File: src/rtl/axi_spi_cmd_bridge.sv
// AXI4-Lite slave front end for the SPI shift engine: one command in flight.
// Optional engine-response timeout: define SPI_BRIDGE_TIMEOUT_EN.
//
// Ports:
//  ACLK, ARESET              clock, async active-high reset
//  AW*/W*/B*                 AXI4-Lite write address/data/response
//  AR*/R*                    AXI4-Lite read address/data
//  cmd_valid/ready/write/data  command to engine (valid/ready)
//  rsp_valid/rsp_data          one-cycle engine completion
module axi_spi_cmd_bridge #(
  parameter int ADDR_W      = 32,
  parameter int DATA_W      = 32,
  parameter int WR_SEL_BIT  = 24,
  parameter int RD_SEL_BIT  = 25,
  parameter int TIMEOUT_CYC = 1023
) (
  input  logic              ACLK,
  input  logic              ARESET,
  input  logic [ADDR_W-1:0] AWADDR,
  input  logic              AWVALID,
  output logic              AWREADY,
  input  logic [2:0]        AWPROT,
  input  logic [DATA_W-1:0] WDATA,
  input  logic [DATA_W/8-1:0] WSTRB,
  input  logic              WVALID,
  output logic              WREADY,
  output logic              BVALID,
  output logic [1:0]        BRESP,
  input  logic              BREADY,
  input  logic [ADDR_W-1:0] ARADDR,
  input  logic              ARVALID,
  output logic              ARREADY,
  input  logic [2:0]        ARPROT,
  output logic              RVALID,
  output logic [DATA_W-1:0] RDATA,
  output logic [1:0]        RRESP,
  input  logic              RREADY,
  output logic              cmd_valid,
  input  logic              cmd_ready,
  output logic              cmd_write,
  output logic [DATA_W-1:0] cmd_data,
  input  logic              rsp_valid,
  input  logic [DATA_W-1:0] rsp_data
);

  localparam logic [1:0] OKAY   = 2'b00;
  localparam logic [1:0] SLVERR = 2'b10;
  localparam logic [9:0] TO_LIM = 10'(TIMEOUT_CYC - 1);

  typedef enum logic [2:0] {
    IDLE, WR_ISSUE, WR_WAIT, WR_RESP,
    RD_ISSUE, RD_WAIT, RD_RESP
  } state_t;

  state_t state;

  logic              aw_full, w_full, ar_full;
  logic              aw_sel, ar_sel, w_strb_ok;
  logic [DATA_W-1:0] w_data;
  logic              idle, wr_done, rd_done;
  logic              unused_ok;

  assign idle    = (state == IDLE);
  // Reset is folded in so READY is low while ARESET is held.
  assign AWREADY = !ARESET && idle && !aw_full;
  assign WREADY  = !ARESET && idle && !w_full;
  assign ARREADY = !ARESET && idle && !ar_full;

  assign wr_done = (state == WR_RESP) && BREADY;
  assign rd_done = (state == RD_RESP) && RREADY;

  // Only the window-select bits and a strobe summary are kept.
  assign unused_ok = ^{AWADDR, ARADDR, AWPROT, ARPROT, TO_LIM};

  always_ff @(posedge ACLK or posedge ARESET) begin
    if (ARESET) begin
      aw_full   <= 1'b0;
      w_full    <= 1'b0;
      ar_full   <= 1'b0;
      aw_sel    <= 1'b0;
      ar_sel    <= 1'b0;
      w_strb_ok <= 1'b0;
      w_data    <= '0;
    end else begin
      if (AWVALID && AWREADY) begin
        aw_full <= 1'b1;
        aw_sel  <= AWADDR[WR_SEL_BIT];
      end else if (wr_done) begin
        aw_full <= 1'b0;
      end
      if (WVALID && WREADY) begin
        w_full    <= 1'b1;
        w_data    <= WDATA;
        w_strb_ok <= &WSTRB;
      end else if (wr_done) begin
        w_full <= 1'b0;
      end
      if (ARVALID && ARREADY) begin
        ar_full <= 1'b1;
        ar_sel  <= ARADDR[RD_SEL_BIT];
      end else if (rd_done) begin
        ar_full <= 1'b0;
      end
    end
  end

`ifdef SPI_BRIDGE_TIMEOUT_EN
  logic [9:0] to_cnt;
  logic       to_hit;
  assign to_hit = (to_cnt == TO_LIM);
`endif

  always_ff @(posedge ACLK or posedge ARESET) begin
    if (ARESET) begin
      state     <= IDLE;
      cmd_valid <= 1'b0;
      cmd_write <= 1'b0;
      cmd_data  <= '0;
      BVALID    <= 1'b0;
      BRESP     <= OKAY;
      RVALID    <= 1'b0;
      RRESP     <= OKAY;
      RDATA     <= '0;
`ifdef SPI_BRIDGE_TIMEOUT_EN
      to_cnt    <= '0;
`endif
    end else begin
      unique case (state)
        IDLE: begin
          // Writes win when both directions are buffered.
          if (aw_full && w_full) begin
            if (aw_sel && w_strb_ok) begin
              state     <= WR_ISSUE;
              cmd_valid <= 1'b1;
              cmd_write <= 1'b1;
              cmd_data  <= w_data;
            end else begin
              state  <= WR_RESP;
              BVALID <= 1'b1;
              BRESP  <= SLVERR;
            end
          end else if (ar_full) begin
            if (ar_sel) begin
              state     <= RD_ISSUE;
              cmd_valid <= 1'b1;
              cmd_write <= 1'b0;
              cmd_data  <= '0;
            end else begin
              state  <= RD_RESP;
              RVALID <= 1'b1;
              RRESP  <= SLVERR;
              RDATA  <= '0;
            end
          end
        end
        WR_ISSUE, RD_ISSUE: begin
          if (cmd_ready) begin
            cmd_valid <= 1'b0;
            state     <= (state == WR_ISSUE) ? WR_WAIT : RD_WAIT;
`ifdef SPI_BRIDGE_TIMEOUT_EN
            to_cnt    <= '0;
`endif
          end
        end
        WR_WAIT: begin
`ifdef SPI_BRIDGE_TIMEOUT_EN
          to_cnt <= to_cnt + 10'd1;
`endif
          if (rsp_valid) begin
            state  <= WR_RESP;
            BVALID <= 1'b1;
            BRESP  <= OKAY;
          end
`ifdef SPI_BRIDGE_TIMEOUT_EN
          else if (to_hit) begin
            state  <= WR_RESP;
            BVALID <= 1'b1;
            BRESP  <= SLVERR;
          end
`endif
        end
        RD_WAIT: begin
`ifdef SPI_BRIDGE_TIMEOUT_EN
          to_cnt <= to_cnt + 10'd1;
`endif
          if (rsp_valid) begin
            state  <= RD_RESP;
            RVALID <= 1'b1;
            RRESP  <= OKAY;
            RDATA  <= rsp_data;
          end
`ifdef SPI_BRIDGE_TIMEOUT_EN
          else if (to_hit) begin
            state  <= RD_RESP;
            RVALID <= 1'b1;
            RRESP  <= SLVERR;
            RDATA  <= '0;
          end
`endif
        end
        WR_RESP: begin
          if (BREADY) begin
            BVALID <= 1'b0;
            state  <= IDLE;
          end
        end
        RD_RESP: begin
          if (RREADY) begin
            RVALID <= 1'b0;
            state  <= IDLE;
          end
        end
        default: state <= IDLE;
      endcase
    end
  end

endmodule

File: config.mk
export PLATFORM = sky130hd
export DESIGN_NAME = axi_spi_cmd_bridge
export DESIGN_NICKNAME = d
export VERILOG_FILES = /design/src/rtl/axi_spi_cmd_bridge.sv
export SDC_FILE = /design/constraint.sdc
export NUM_CORES = 1
export LEC_CHECK = 0
export CAP_MARGIN = 15
export CELL_PAD_IN_SITES_DETAIL_PLACEMENT = 1
export CELL_PAD_IN_SITES_GLOBAL_PLACEMENT = 1
export CORE_MARGIN = 8
export CORE_UTILIZATION = 33
export DETAILED_ROUTE_END_ITERATION = 16
export PLACE_DENSITY_LB_ADDON = 0.1
export SLEW_MARGIN = 15
export SYNTH_ARGS = -nofsm -noshare
export SYNTH_HDL_FRONTEND = slang
export SYNTH_SLANG_ARGS = --single-unit
File: constraint.sdc
create_clock -name ACLK -period 11.4 [get_ports ACLK]
set_input_delay 2.85 -clock ACLK [delete_from_list [all_inputs] [get_ports ACLK]]
set_output_delay 2.85 -clock ACLK [all_outputs]
set_load 0.01 [all_outputs]
==> out/metrics.yaml <==
maxSlewViolCount: 0
hold_end: "cmd_write"
rsz0062_at_grt: "no"
dpl_cell_area_um2: 5990
outcome: "completed"
crit_top_cell: "clkdlybuf4s50_1"
die_area_um2: 17100
synth-main-ff-cell: "dfrtp_1"
ios: 222
dr.pass1.iters: 4
ys_seq_area_share_pct: 63.8
hold_violations: 0
antenna_found_initial: 0
synth_top_area_cell: "dfrtp_1"
gp_routability_congestion: 0.729
max_slew_margin_pct: 51.7
grt_pass1_vias: 3389
power_density_nw_per_um2: 210
worst_r2r_path_depth: 3
reg2reg_to: "w_data[30]"
die_x_um: 131
via_per_inst: 4.87
period_share_pct: 63.1
cts_sinks: 111
fin_nets: 588
cts_buffers: 9
crit_path_max_fanout: 5
synth_top_area_share_pct: 63.8
core-area_um2: 13100
ant_nets: 0
synthTopCellsByArea: "dfrtp_1 64%, a22o_1 13%, mux2_4 9.3%"
hold_start: "cmd_write"
post-route-util_pct: 48.2
required_ns: 8.55
synth-edff-count: 0
critPathSlowestCell: "clkdlybuf4s50_1"
period_minus_slack_ns: 7.20
wire_per_inst_um: 19.3
grt_pass1_wl_mm: 18.9
vias: 3028
setup_tns_ns: 0
max_stage_delay_ns: 0.63
ys_top_cells_by_count: "111 x dfrtp_1, 64 x a22o_1, 27 x mux2_4"
startpoint: "ARESET"
wl_mm: 12.0
cts_root_buf: "clkbuf_16"
antenna_cells: 0
worst-r2r-setup-slack_ns: 8.90
crit_path_end_kind: "output port"
grt_max_degree: 59
fmax_ghz: 0.139
crit_chain: "clkdlybuf4s50_1 -> nor3_1 -> clkdlybuf4s50_1"
path_class: "in -> out"
io_buffers: 151
clk_pin_slew_ns: 0.07
post_cts_resized: 0
ir_worst_vdd_mv: 0.0767
post_cts_buffers: 0
setup_viol_count_final: 0
yosysMostFrequentCell: "dfrtp_1"
min_path_cells: 1
synth_warnings: 0
dp.cells: 606
synthesis.area_um2: 4350
crit_path_start_kind: "input pin"
hpwlAfterDp_mm: 8.17
synth_cell_types: 37
drv_cap: 0
async_flop_share_pct: 100
clk_latency_ns: 0.34
crit_cells: 3
layout.cells.non_filler: 622
cp_top_family: "buffers and inverters"
drive_above_1_share_pct: 13.5
ys_ff_latch: 111
cts_hold_buffers: 0
groute.usage.overall_pct: 14.4
syn2layout_area_growth_pct: 44.8
syn_inst: 299
clockBufferDepth: 2
cts_tree: "yes"
drc_errors: 0
finish.instance_area_um2: 6300
cts_htree_levels: 3
filler_cell_count: 1289
drt-initial-drc-count: 126
die_y_um: 131
worstPathBufferInverterCount: 2
p_leak_nw: 2.87
fp-row-count: 42
r2r-start: "state[1]"
overflow: 0
hp-class: "reg -> reg"
syn_area_per_cell_um2: 14.6
start_util_pct: 33.3
fin_skew_ns: 0.00749
cp.arrival_ns: 4.35
max_slew.worst_pin.slew_ns: 0.724
==> logic make-up after synthesis <==
group | Yosys count | synth area share [%]
AO/OA/AOI/OAI | 84 | 16.2
flip-flops | 111 | 63.8
multiplexers | 37 | 11.9
AND/OR/NAND/NOR | 36 | 4.46
other | 1 | 0.0861
buffers and inverters | 29 | 3.39
XOR/XNOR | 1 | 0.201
==> metrics by stage <==
step	hold slack, ns	setup WS, ns	power [mW]
2_1_floorplan	0.461	5.36	0.824
3_3_place_gp	0.463	4.20	0.996
3_5_place_dp	0.472	4.18	1.01
4_1_cts	0.497	4.17	1.34
5_1_grt	0.518	4.11	1.40
6_report	0.488	4.20	1.32
==> flip-flops by register name, summed over array words and instances, names as in the netlist <==
signal / cells
BRESP: 1
BVALID: 1
RDATA: 32
RRESP: 1
RVALID: 1
ar_full: 1
ar_sel: 1
aw_full: 1
aw_sel: 1
cmd_data: 32
cmd_valid: 1
cmd_write: 1
state: 3
w_data: 32
w_full: 1
w_strb_ok: 1
==> report_power, final <==
| part | switching (mW) | internal, mW |
|---|---|---|
| logic | 0.147 | 0.254 |
| registers | 0.0824 | 0.512 |
| clock network | 0.139 | 0.189 |
| total | 0.368 | 0.956 |
==> metal layers <==
layer / vias up / share of wire, % / track usage, %
met3: 11 / 8.1 / 5.03
met2: 105 / 45 / 22.3
met1: 1534 / 45 / 18.3
met4: 0 / 1.3 / 5.06
li1: 1378 / - / -
met5: - / 0 / 0
==> final cells by class <==
type	count	area [µm²]	area share, %
clock buffer	14	274	4.35
timing repair buffer	155	1540	24.5
clock inverter	2	37.5	0.595
tap	176	220	3.49
inverter	4	17.5	0.278
sequential	111	2780	44.1
multi-input combinational	160	1440	22.8
==> layout by cell type, fill, tap and decap left out, drive strengths merged <==
cell type and instances:
a211o 1, a211oi 3, a21boi 2, a21o 3, a21oi 3, a22o 64
a22oi 1, a2bb2oi 1, a31o 1, and3 1, buf 4, bufinv 1
clkbuf 14, clkdlybuf4s50 151, clkinvlp 1, conb 2, dfrtp 111, inv 4
mux2 36, mux2i 1, nand2 15, nand3 3, nand4 2, nand4b 1
nor2 3, nor2b 2, nor3 3, nor3b 1, nor4bb 2, o21a 1
o21ai 2, o311ai 1, o31a 1, or3 1, or3b 1, or4b 1
xnor2 1
==> worst max path at each step <==
stage | endpoint | slack [ns]
final | ARREADY | 4.20
after global placement | ARREADY | 4.20
after CTS | ARREADY | 4.17
after floorplan | ARREADY | 5.36
after global routing | ARREADY | 4.11
after detailed placement | ARREADY | 4.18
Power figures use the tool's default switching activity.
